==> config.mk <==
export PLATFORM = sky130hd
export DESIGN_NAME = relay_mode_sequencer_flat
export DESIGN_NICKNAME = d
export VERILOG_FILES = /design/src/rtl/relay_mode_sequencer_pkg.sv /design/src/rtl/relay_mode_sequencer_if.sv /design/src/rtl/relay_mode_sequencer_pattern_match.sv /design/src/rtl/relay_mode_sequencer.sv /design/src/flat_wrapper.sv
export SDC_FILE = /design/constraint.sdc
export NUM_CORES = 1
export LEC_CHECK = 0
export ABC_AREA = 0
export ABC_CLOCK_PERIOD_IN_PS = 2300
export CAP_MARGIN = 15
export CORE_MARGIN = 2
export CORE_UTILIZATION = 25
export CTS_CLUSTER_DIAMETER = 40
export DETAILED_ROUTE_END_ITERATION = 12
export GPL_TIMING_DRIVEN = 1
export PLACE_DENSITY = 0.37
export SYNTH_ARGS = -nofsm -noshare
export SYNTH_HDL_FRONTEND = slang
export SYNTH_SLANG_ARGS = --single-unit
==> constraint.sdc <==
create_clock -name clk -period 2.3 [get_ports clk]
set_input_delay 0.46 -clock clk [delete_from_list [all_inputs] [get_ports clk]]
set_output_delay 0.46 -clock clk [all_outputs]
set_load 0.01 [all_outputs]
==> src/rtl/relay_mode_sequencer_pkg.sv <==
// Shared mode codes, frame delimiter patterns and state/role types for the relay sequencer.
package relay_mode_sequencer_pkg;

    // mod_type codes driven to the analogue front-end
    localparam logic [2:0] ModTagsimListen = 3'b001;
    localparam logic [2:0] ModTagsimMod    = 3'b010;
    localparam logic [2:0] ModReaderListen = 3'b011;
    localparam logic [2:0] ModReaderMod    = 3'b100;

    // Role select codes on hi_simulate_mod_type
    localparam logic [2:0] ModeFakeReader  = 3'b101;
    localparam logic [2:0] ModeFakeTag     = 3'b110;

    // Frame delimiters, compared against the 20-bit decoded history
    localparam logic [19:0] RdStartPat  = 20'h0000C;
    localparam logic [19:0] RdEndPatA   = 20'h00000;
    localparam logic [19:0] RdEndPatB   = 20'hC0000;
    localparam logic [19:0] TgStartPat  = 20'h000F0;
    localparam logic [11:0] TgEndPatLow = 12'h000;

    typedef enum logic [1:0] {
        StIdle   = 2'd0,
        StListen = 2'd1,
        StMod    = 2'd2
    } state_e;

    typedef enum logic [1:0] {
        RoleNone   = 2'd0,
        RoleReader = 2'd1,
        RoleTag    = 2'd2
    } role_e;

    // Anything other than the two fake roles is treated as idle.
    function automatic role_e decode_role(input logic [2:0] mode);
        role_e r;
        r = RoleNone;
        if (mode == ModeFakeReader) begin
            r = RoleReader;
        end else if (mode == ModeFakeTag) begin
            r = RoleTag;
        end
        return r;
    endfunction

endpackage

==> src/rtl/relay_mode_sequencer_if.sv <==
// Bit-stream, role-select, mod_type and ARM capture signals of the relay sequencer.
interface relay_mode_sequencer_if;
    logic       bit_strobe;
    logic       bit_in;
    logic [2:0] hi_simulate_mod_type;
    logic       cap_strobe;
    logic [2:0] mod_type;
    logic       frame_active;
    logic       cap_bit;
    logic       cap_ready;

    // Bit source / ARM side
    modport master (
        output bit_strobe, bit_in, hi_simulate_mod_type, cap_strobe,
        input  mod_type, frame_active, cap_bit, cap_ready
    );

    // Sequencer side
    modport slave (
        input  bit_strobe, bit_in, hi_simulate_mod_type, cap_strobe,
        output mod_type, frame_active, cap_bit, cap_ready
    );
endinterface

==> src/rtl/relay_mode_sequencer_pattern_match.sv <==
// Decoded-bit history, bit-in-byte counter and the four frame delimiter comparators.
// Comparators look at the post-shift history and post-increment counter, so they fire
// on the strobe cycle itself.
module relay_mode_sequencer_pattern_match
    import relay_mode_sequencer_pkg::*;
(
    input  logic clk,
    input  logic reset,
    input  logic clear,       // role change: drop history and byte alignment
    input  logic bcnt_load,   // frame start: realign byte counter to zero
    input  logic bit_strobe,
    input  logic bit_in,
    output logic rd_start,
    output logic rd_end,
    output logic tg_start,
    output logic tg_end
);

    logic [19:0] hist_q;
    logic [19:0] hist_shift;
    logic [2:0]  bcnt_q;
    logic [2:0]  bcnt_inc;
    logic        byte_aligned;

    assign hist_shift   = {hist_q[18:0], bit_in};
    assign bcnt_inc     = bcnt_q + 3'd1;
    assign byte_aligned = (bcnt_inc == 3'd0);

    // History shift and byte counter advance on every decoded bit.
    always_ff @(posedge clk) begin
        if (reset || clear) begin
            hist_q <= '0;
            bcnt_q <= '0;
        end else if (bit_strobe) begin
            hist_q <= hist_shift;
            bcnt_q <= bcnt_load ? 3'd0 : bcnt_inc;
        end
    end

    // Delimiter comparators, qualified by the strobe.
    always_comb begin
        rd_start = bit_strobe && (hist_shift == RdStartPat);
        rd_end   = bit_strobe && byte_aligned &&
                   ((hist_shift == RdEndPatA) || (hist_shift == RdEndPatB));
        tg_start = bit_strobe && (hist_shift == TgStartPat);
        tg_end   = bit_strobe && byte_aligned && (hist_shift[11:0] == TgEndPatLow);
    end

endmodule

==> src/rtl/relay_mode_sequencer.sv <==
// Relay front-end sequencer: LISTEN/MOD state machine per fake role, MOD watchdog and the
// fake-reader capture buffer that is drained MSB-first to the ARM.
module relay_mode_sequencer
    import relay_mode_sequencer_pkg::*;
#(
    parameter int unsigned CAP_BITS       = 80,
    parameter int unsigned MAX_FRAME_BITS = 4096,
    parameter int unsigned WD_W           = 13
) (
    input  logic                   clk,
    input  logic                   reset,
    relay_mode_sequencer_if.slave  bus
);

    localparam int unsigned CcntW = $clog2(CAP_BITS + 1);
    localparam logic [CcntW-1:0] CapMax = CcntW'(CAP_BITS);
    localparam logic [WD_W-1:0]  WdMax  = WD_W'(MAX_FRAME_BITS);

    state_e state_q, state_d;
    role_e  role, role_q;
    logic   role_change;

    logic [WD_W-1:0] wd_q, wd_d, wd_inc;
    logic [2:0]      mod_type_q, mod_type_d;
    logic            frame_active_q, frame_active_d;
    logic            bcnt_load;
    logic            start_hit, end_hit;
    logic            rd_start, rd_end, tg_start, tg_end;

    logic [CAP_BITS-1:0] cap_buf_q;
    logic [CcntW-1:0]    ccnt_q, ccnt_inc;
    logic                cap_ready_q;

    assign role        = decode_role(bus.hi_simulate_mod_type);
    assign role_change = (role != role_q);
    assign wd_inc      = wd_q + 1'b1;
    assign ccnt_inc    = ccnt_q + 1'b1;

    relay_mode_sequencer_pattern_match u_match (
        .clk        (clk),
        .reset      (reset),
        .clear      (role_change),
        .bcnt_load  (bcnt_load),
        .bit_strobe (bus.bit_strobe),
        .bit_in     (bus.bit_in),
        .rd_start   (rd_start),
        .rd_end     (rd_end),
        .tg_start   (tg_start),
        .tg_end     (tg_end)
    );

    // State, role history, watchdog and registered outputs.
    always_ff @(posedge clk) begin
        if (reset) begin
            state_q        <= StIdle;
            role_q         <= RoleNone;
            wd_q           <= '0;
            mod_type_q     <= ModReaderListen;
            frame_active_q <= 1'b0;
        end else begin
            state_q        <= state_d;
            role_q         <= role;
            wd_q           <= wd_d;
            mod_type_q     <= mod_type_d;
            frame_active_q <= frame_active_d;
        end
    end

    // Next state and next mod code; a role change always wins and parks in IDLE for a cycle.
    always_comb begin
        state_d   = state_q;
        wd_d      = wd_q;
        bcnt_load = 1'b0;
        start_hit = (role == RoleTag) ? tg_start : rd_start;
        end_hit   = (role == RoleTag) ? tg_end   : rd_end;

        if (role_change) begin
            state_d = StIdle;
            wd_d    = '0;
        end else begin
            unique case (state_q)
                StIdle: begin
                    if (role != RoleNone) begin
                        state_d = StListen;
                    end
                end
                StListen: begin
                    if (start_hit) begin
                        state_d   = StMod;
                        bcnt_load = 1'b1;
                        wd_d      = '0;
                    end
                end
                StMod: begin
                    if (bus.bit_strobe) begin
                        wd_d = wd_inc;
                        // Runaway frame: watchdog forces LISTEN regardless of delimiters.
                        if (wd_inc == WdMax || end_hit) begin
                            state_d = StListen;
                        end
                    end
                end
                default: state_d = StIdle;
            endcase
        end

        mod_type_d = ModReaderListen;
        if (state_d == StListen) begin
            mod_type_d = (role == RoleTag) ? ModTagsimListen : ModReaderListen;
        end else if (state_d == StMod) begin
            mod_type_d = (role == RoleTag) ? ModTagsimMod : ModReaderMod;
        end
        frame_active_d = (state_d == StMod);
    end

    // Capture buffer: fill from the bit stream, then drain to the ARM on cap_strobe.
    always_ff @(posedge clk) begin
        if (reset || role != RoleReader) begin
            cap_buf_q   <= '0;
            ccnt_q      <= '0;
            cap_ready_q <= 1'b0;
        end else if (state_q != StIdle && !role_change) begin
            if (cap_ready_q) begin
                if (bus.cap_strobe) begin
                    if (ccnt_inc == CapMax) begin
                        cap_buf_q   <= '0;
                        ccnt_q      <= '0;
                        cap_ready_q <= 1'b0;
                    end else begin
                        cap_buf_q <= {cap_buf_q[CAP_BITS-2:0], 1'b0};
                        ccnt_q    <= ccnt_inc;
                    end
                end
            end else if (bus.bit_strobe) begin
                cap_buf_q   <= {cap_buf_q[CAP_BITS-2:0], bus.bit_in};
                ccnt_q      <= (ccnt_inc == CapMax) ? '0 : ccnt_inc;
                cap_ready_q <= (ccnt_inc == CapMax);
            end
        end
    end

    assign bus.mod_type     = mod_type_q;
    assign bus.frame_active = frame_active_q;
    assign bus.cap_bit      = cap_buf_q[CAP_BITS-1];
    assign bus.cap_ready    = cap_ready_q;

endmodule

==> src/flat_wrapper.sv <==
// flat-port wrapper written by rule: the top's interface ports become plain ports
module relay_mode_sequencer_flat import relay_mode_sequencer_pkg::*;
#(
    parameter int unsigned CAP_BITS       = 80,
    parameter int unsigned MAX_FRAME_BITS = 4096,
    parameter int unsigned WD_W           = 13
)
  (clk, reset, bus_bit_strobe, bus_bit_in, bus_hi_simulate_mod_type, bus_cap_strobe, bus_mod_type, bus_frame_active, bus_cap_bit, bus_cap_ready);
  relay_mode_sequencer_if bus_i ();
  input  logic clk;
  input  logic reset;
  input wire logic [$bits(bus_i.bit_strobe)-1:0] bus_bit_strobe;
  input wire logic [$bits(bus_i.bit_in)-1:0] bus_bit_in;
  input wire logic [$bits(bus_i.hi_simulate_mod_type)-1:0] bus_hi_simulate_mod_type;
  input wire logic [$bits(bus_i.cap_strobe)-1:0] bus_cap_strobe;
  output wire logic [$bits(bus_i.mod_type)-1:0] bus_mod_type;
  output wire logic [$bits(bus_i.frame_active)-1:0] bus_frame_active;
  output wire logic [$bits(bus_i.cap_bit)-1:0] bus_cap_bit;
  output wire logic [$bits(bus_i.cap_ready)-1:0] bus_cap_ready;
  assign bus_i.bit_strobe = bus_bit_strobe;
  assign bus_i.bit_in = bus_bit_in;
  assign bus_i.hi_simulate_mod_type = bus_hi_simulate_mod_type;
  assign bus_i.cap_strobe = bus_cap_strobe;
  assign bus_mod_type = bus_i.mod_type;
  assign bus_frame_active = bus_i.frame_active;
  assign bus_cap_bit = bus_i.cap_bit;
  assign bus_cap_ready = bus_i.cap_ready;
  relay_mode_sequencer #(.CAP_BITS(CAP_BITS), .MAX_FRAME_BITS(MAX_FRAME_BITS), .WD_W(WD_W)) u_core (.clk(clk), .reset(reset), .bus(bus_i));
endmodule
==> results of run 1 <==
[cell families after synthesis]
family,synth area share [%]
AOI/OAI and AO/OA,19.6
xor gates and xnor gates,0.846
adders and majority gates,0.967
buffers and inverters,3.99
DFF,50.7
muxes,3.87
and+or+nand+nor,20.1
[cells in the final DEF (no fill, tap or decap), types with 7 or more instances in the layout]
| cell | Yosys | final |
|---|---|---|
| a22oi_1 | 79 | 79 |
| nand3b_1 | 8 | 8 |
| nand3_1 | 13 | 13 |
| buf_4 | 1 | 31 |
| nand2_1 | 18 | 18 |
| dfxtp_1 | 131 | 131 |
| a21oi_1 | 21 | 21 |
| mux2i_1 | 20 | 20 |
| nor2_1 | 122 | 122 |
| nand2b_1 | 7 | 7 |
| o21ai_0 | 13 | 13 |
| clkbuf_16 | 0 | 17 |
| nor3_1 | 9 | 9 |
| clkdlybuf4s50_1 | 0 | 13 |
[per-layer routing]
layer / vias up / part of all wire (%) / GRT usage, %
li1: 2106 / - / -
met1: 1932 / 52 / 14.1
met2: 52 / 43 / 15.7
met3: 18 / 3.1 / 3.30
met4: 0 / 1.8 / 4.76
met5: - / 0 / 0
[through the flow]
step	setup TNS (ns)	power [W]	hold slack, ns	setup WS (ns)
after detailed placement	-20.24	0.00252	0.473	-0.265
after global routing	0	0.00540	0.505	0.0326
after floorplan	0	0.00243	0.433	0.303
final	0	0.00517	0.483	0.175
after global placement	-18.33	0.00252	0.456	-0.239
after CTS	0	0.00526	0.484	0.179
[registers in the layout (all words and copies together) (netlist names)]
signal / count
u_core.u_match.hist_q: 19
u_core.bus.frame_active: 1
u_core.u_match.bcnt_q: 3
u_core.wd_q: 13
u_core.ccnt_q: 7
u_core.cap_buf_q: 80
u_core.state_q: 2
u_core.role_q: 2
u_core.bus.cap_ready: 1
u_core.bus.mod_type: 3
[power by group]
part           total, W  internal [W]  switching [W]
logic          0.000185     0.0000761       0.000109
registers       0.00228       0.00227     0.00000425
clock network   0.00270       0.00162        0.00108
[critical path: stages]
cell and delay (ns):
clkdlybuf4s50_1 0.48, buf_4 0.17, and3b_1 0.25, nand3_1 0.11
a2111o_1 0.43, a21o_1 0.19, or3_1 0.34
[area by class of cell]
cell class,count,share of cell area [%]
clock buffer,17,6.67
clock inverter,15,2.65
inverter,6,0.353
multi-input combinational,389,36.9
sequential,131,41.1
tap,270,5.30
timing repair buffer,48,6.95
[final timing paths]
kind | slack (ns) | endpoint | start | cells past startpoint
hold reg to reg | 0.48 | u_core.ccnt_q[6]$_SDFFE_PP0P_ | u_core.ccnt_q[6]$_SDFFE_PP0P_ | 2
setup / recovery | 0.18 | u_core.bus.mod_type[0]$_SDFF_PP1_ | bus_hi_simulate_mod_type[0] | 7
hold / removal | 0.48 | u_core.ccnt_q[6]$_SDFFE_PP0P_ | u_core.ccnt_q[6]$_SDFFE_PP0P_ | 2
setup reg to reg | 0.25 | u_core.bus.mod_type[1]$_SDFF_PP1_ | u_core.wd_q[0]$_SDFFE_PP0P_ | 7
==> results_dict.tcl, run 1 <==
set metrics [dict create \
    via_per_inst 4.69 \
    synth-seq-cells 131 \
    grt_pass1_wl_um 18700 \
    yosys.area.top_type_share_pct 50.7 \
    fmax_mhz 471 \
    fin_crit_sh_pct 92.4 \
    cts_tree "built" \
    gp_congestion 0.726 \
    worst_pin_slew_ns 0.403 \
    skew_ns 0.00910 \
    antenna_found_initial 0 \
    dieWidth_um 148 \
    avgSynthCellArea_um2 9.16 \
    nFillCells 2171 \
    dpl_cell_area_um2 5780 \
    fin_area_um2 6370 \
    synth_fp_nets 577 \
    cp_max_fo 6 \
    maxSlewViolCount 0 \
    slew-limit-headroom_pct 73.1 \
    outcome "finished clean" \
    postRouteAntennaNets 0 \
    synth_area_leaders "dfxtp_1, a22oi_1, nor2_1, mux2i_1, a21oi_1" \
    syn_to_final_growth_pct 23.1 \
    root_buffer "clkbuf_16" \
    core-area_um2 20300 \
    worstSetupStartpointType "primary input" \
    routed_wl_um 10900 \
    synth_most_common_cell "dfxtp_1" \
    fin_nets 605 \
    yosys_warnings 0 \
    finalCriticalPeriod_ns 2.12 \
    via_count 4108 \
    fp.dieH_um 148 \
    clk_pin_slew_ns 0.06 \
    netlist_instances 565 \
    synth_area_leader_cell "dfxtp_1" \
    p_leak_nw 2.11 \
    p_per_area_nw_per_um2 811 \
    clockBufferDepth 2 \
    worst-setup-path-type "primary input to register" \
    post-cts-setup-buffers 0 \
    setup-violations-final 0 \
    ctsResizeCount 0 \
    portBuffers 13 \
    io_pins 14 \
    grt_pass1_vias 3836 \
    post_drt_wl_per_cell_um 12.5 \
    cp_data_required_time_ns 2.59 \
    final_cells 876 \
    finalHoldViolCount 0 \
    die-area_um2 21900 \
    rows 52 \
    drc 0 \
    start_util_pct 25.5 \
    globalRouteOverflowTotal 0 \
    ys_seq_area_share_pct 50.7 \
    synth_ff_type "dfxtp_1" \
    drive_gt1_share_pct 12.5 \
    multi_input_area_um2 2350 \
    hold_class "register to register" \
    detail_route.first_pass.iterations 5 \
    regArea_um2 2620 \
    syn-cell-area_um2 5180 \
    htree_levels 4 \
    cts_hold_buf 0 \
    numCtsBuffers 17 \
    clock_latency_ns 0.42 \
    yosysUniqueCellTypes 51 \
    utilization_pct 31.4 \
    arrival_ns 2.42 \
    drt_iter0_drc 239 \
    cp-end-kind "register" \
    dp.cells 844 \
    async_flop_share_pct 0 \
    track_usage_pct 10.6 \
    vdd_ir_drop_max_mv 0.504 \
    dp_hpwl_um 7000 \
    grt_max_degree 81 \
    max_cap_viol_count 0 \
    antenna_cells 0 \
    synthTopCellsByCount "dfxtp_1, nor2_1, a22oi_1, clkbuf_1, a21oi_1" \
    cts_sinks 131 \
    rsz0062_at_grt "no" \
    synth_edf_count 0 \
]
(Power assumes the default switching activity.)
==> run 2: changes to the inputs <==
--- a/config.mk
+++ b/config.mk
@@ -8,7 +8,7 @@
 export ABC_AREA = 0
 export ABC_CLOCK_PERIOD_IN_PS = 2300
 export CAP_MARGIN = 15
-export CORE_MARGIN = 2
+export CORE_MARGIN = 10
 export CORE_UTILIZATION = 25
 export CTS_CLUSTER_DIAMETER = 40
 export DETAILED_ROUTE_END_ITERATION = 12
==> results_dict.tcl, run 2 (same netlist as run 1, synthesis figures left out) <==
set metrics [dict create \
    fin_nets 606 \
    maxSlewViolCount 0 \
    p_leak_nw 2.11 \
    rsz0062_at_grt "no" \
    min_delay_path_depth 2 \
    worst_pin_slew_ns 0.426 \
    cp_data_required_time_ns 2.61 \
    top_register "u_core.cap_buf_q" \
    vdd_ir_drop_max_mv 0.475 \
    hp-start "u_core.ccnt_q[6]$_SDFFE_PP0P_" \
    grt_pass1_wl_um 19200 \
    finalSetupTns_ns 0 \
    hold_end "u_core.ccnt_q[6]$_SDFFE_PP0P_" \
    ctsResizeCount 0 \
    post-cts-setup-buffers 0 \
    fin_area_um2 6380 \
    via_per_inst 4.69 \
    setup-violations-final 0 \
    design_power_total_w 0.00508 \
    fin_ws_ns 0.0967 \
    fp.dieH_um 164 \
    root_buffer "clkbuf_16" \
    fin_crit_sh_pct 95.8 \
    worstSetupStartpointType "primary input" \
    drive_gt1_share_pct 12.7 \
    dpl_cell_area_um2 5800 \
    hold_class "register to register" \
    p_per_area_nw_per_um2 796 \
    numCtsBuffers 17 \
    grt_pass1_vias 3962 \
    reg2reg_to "u_core.bus.frame_active$_SDFF_PP0_" \
    finalHoldViolCount 0 \
    grt_max_degree 80 \
    reg2reg_from "u_core.u_match.hist_q[3]$_SDFFE_PP0P_" \
    multi_input_area_um2 2360 \
    postRouteAntennaNets 0 \
    layout_commonest_cell "dfxtp_1" \
    drt_iter0_drc 216 \
    max_cap_viol_count 0 \
    track_usage_pct 8.65 \
    arrival_ns 2.51 \
    rrSetupSlack_ns 0.25 \
    gp_congestion 0.770 \
    via_count 4116 \
    largest_reg_flops 80 \
    clockBufferDepth 2 \
    dp_hpwl_um 7220 \
    antenna_cells 0 \
    place_ws_ns -0.342 \
    antenna_found_initial 0 \
    largestRegisters "u_core.cap_buf_q: 80 flops, u_core.u_match.hist_q: 19 flops, u_core.wd_q: 13 flops" \
    reg2reg_depth 6 \
    globalRouteOverflowTotal 0 \
    rows 52 \
    outcome "finished clean" \
    post_drt_wl_per_cell_um 12.6 \
    clock_latency_ns 0.42 \
    regArea_um2 2620 \
    io_pins 14 \
    cp-end-kind "register" \
    core-area_um2 20300 \
    portBuffers 13 \
    cts_hold_buf 0 \
    htree_levels 4 \
    drc 0 \
    fmax_mhz 454 \
    syn_to_final_growth_pct 23.2 \
    cp_max_fo 4 \
    nFillCells 2135 \
    worst-setup-path-type "primary input to register" \
    slew-limit-headroom_pct 71.5 \
    skew_ns 0.0115 \
    clk_pin_slew_ns 0.06 \
    die-area_um2 26900 \
    cts_sinks 131 \
    dieWidth_um 164 \
    routed_wl_um 11100 \
    start_util_pct 25.5 \
    mostFrequentLayoutCells "dfxtp_1, nor2_1, a22oi_1" \
    cts_tree "built" \
    finalCriticalPeriod_ns 2.20 \
    detail_route.first_pass.iterations 4 \
]
-- run 2: cell types whose count changed in the layout (fill, tap and decap cells not counted), sizes merged --
cell,delta
bufinv,-1
clkinv,+1
inv,-3
clkinvlp,+1
buf,+1
clkbuf,+2
-- run 2: how the worst max path moves through the flow --
stage	start	end	slack [ns]
final	bus_bit_strobe	u_core.bus.frame_active$_SDFF_PP0_	0.1
after CTS	bus_bit_strobe	u_core.bus.frame_active$_SDFF_PP0_	0.07
after floorplan	bus_bit_in	u_core.bus.mod_type[0]$_SDFF_PP1_	0.30
after global routing	bus_bit_strobe	u_core.bus.frame_active$_SDFF_PP0_	0.007
after global placement	bus_bit_in	u_core.bus.frame_active$_SDFF_PP0_	-0.40
after detailed placement	bus_bit_strobe	u_core.bus.frame_active$_SDFF_PP0_	-0.34
-- run 2: power by group --
part           switching (W)  internal (W)
Combinational       0.000110     0.0000820
Clock                0.00105       0.00156
Sequential        0.00000454       0.00227
-- run 2: through the flow --
stage,util [%],std cells,hold WS (ns)
detailed placement,28.6,845,0.458
global route,31.4,877,0.487
finish,31.4,877,0.468
floorplan,-,565,0.433
CTS,31.4,877,0.468
global placement,28.6,845,0.453
-- run 2: cell type report --
| cell class | count | area share (%) |
|---|---|---|
| clock inverter | 13 | 1.96 |
| tap | 270 | 5.30 |
| sequential | 131 | 41.1 |
| multi-input combinational | 389 | 36.9 |
| inverter | 6 | 0.353 |
| timing repair buffer | 49 | 7.26 |
| clock buffer | 19 | 7.10 |
-- run 2: metal layers --
layer	wire (um)	share of wire, %	vias to the layer above	GRT usage (%)
met2	4960	45	41	13.3
met1	5660	51	1963	11.0
met5	0	0	-	0
met3	341	3.1	12	3.10
met4	108	0.98	0	2.80
li1	-	-	2100	-
-- run 2: critical path, cell delays in order --
cell and delay [ns]:
clkdlybuf4s50_1 0.56, nor3b_1 0.30, nand4_1 0.17, a2111o_1 0.44
a21o_1 0.19, buf_4 0.14, nor3_1 0.26
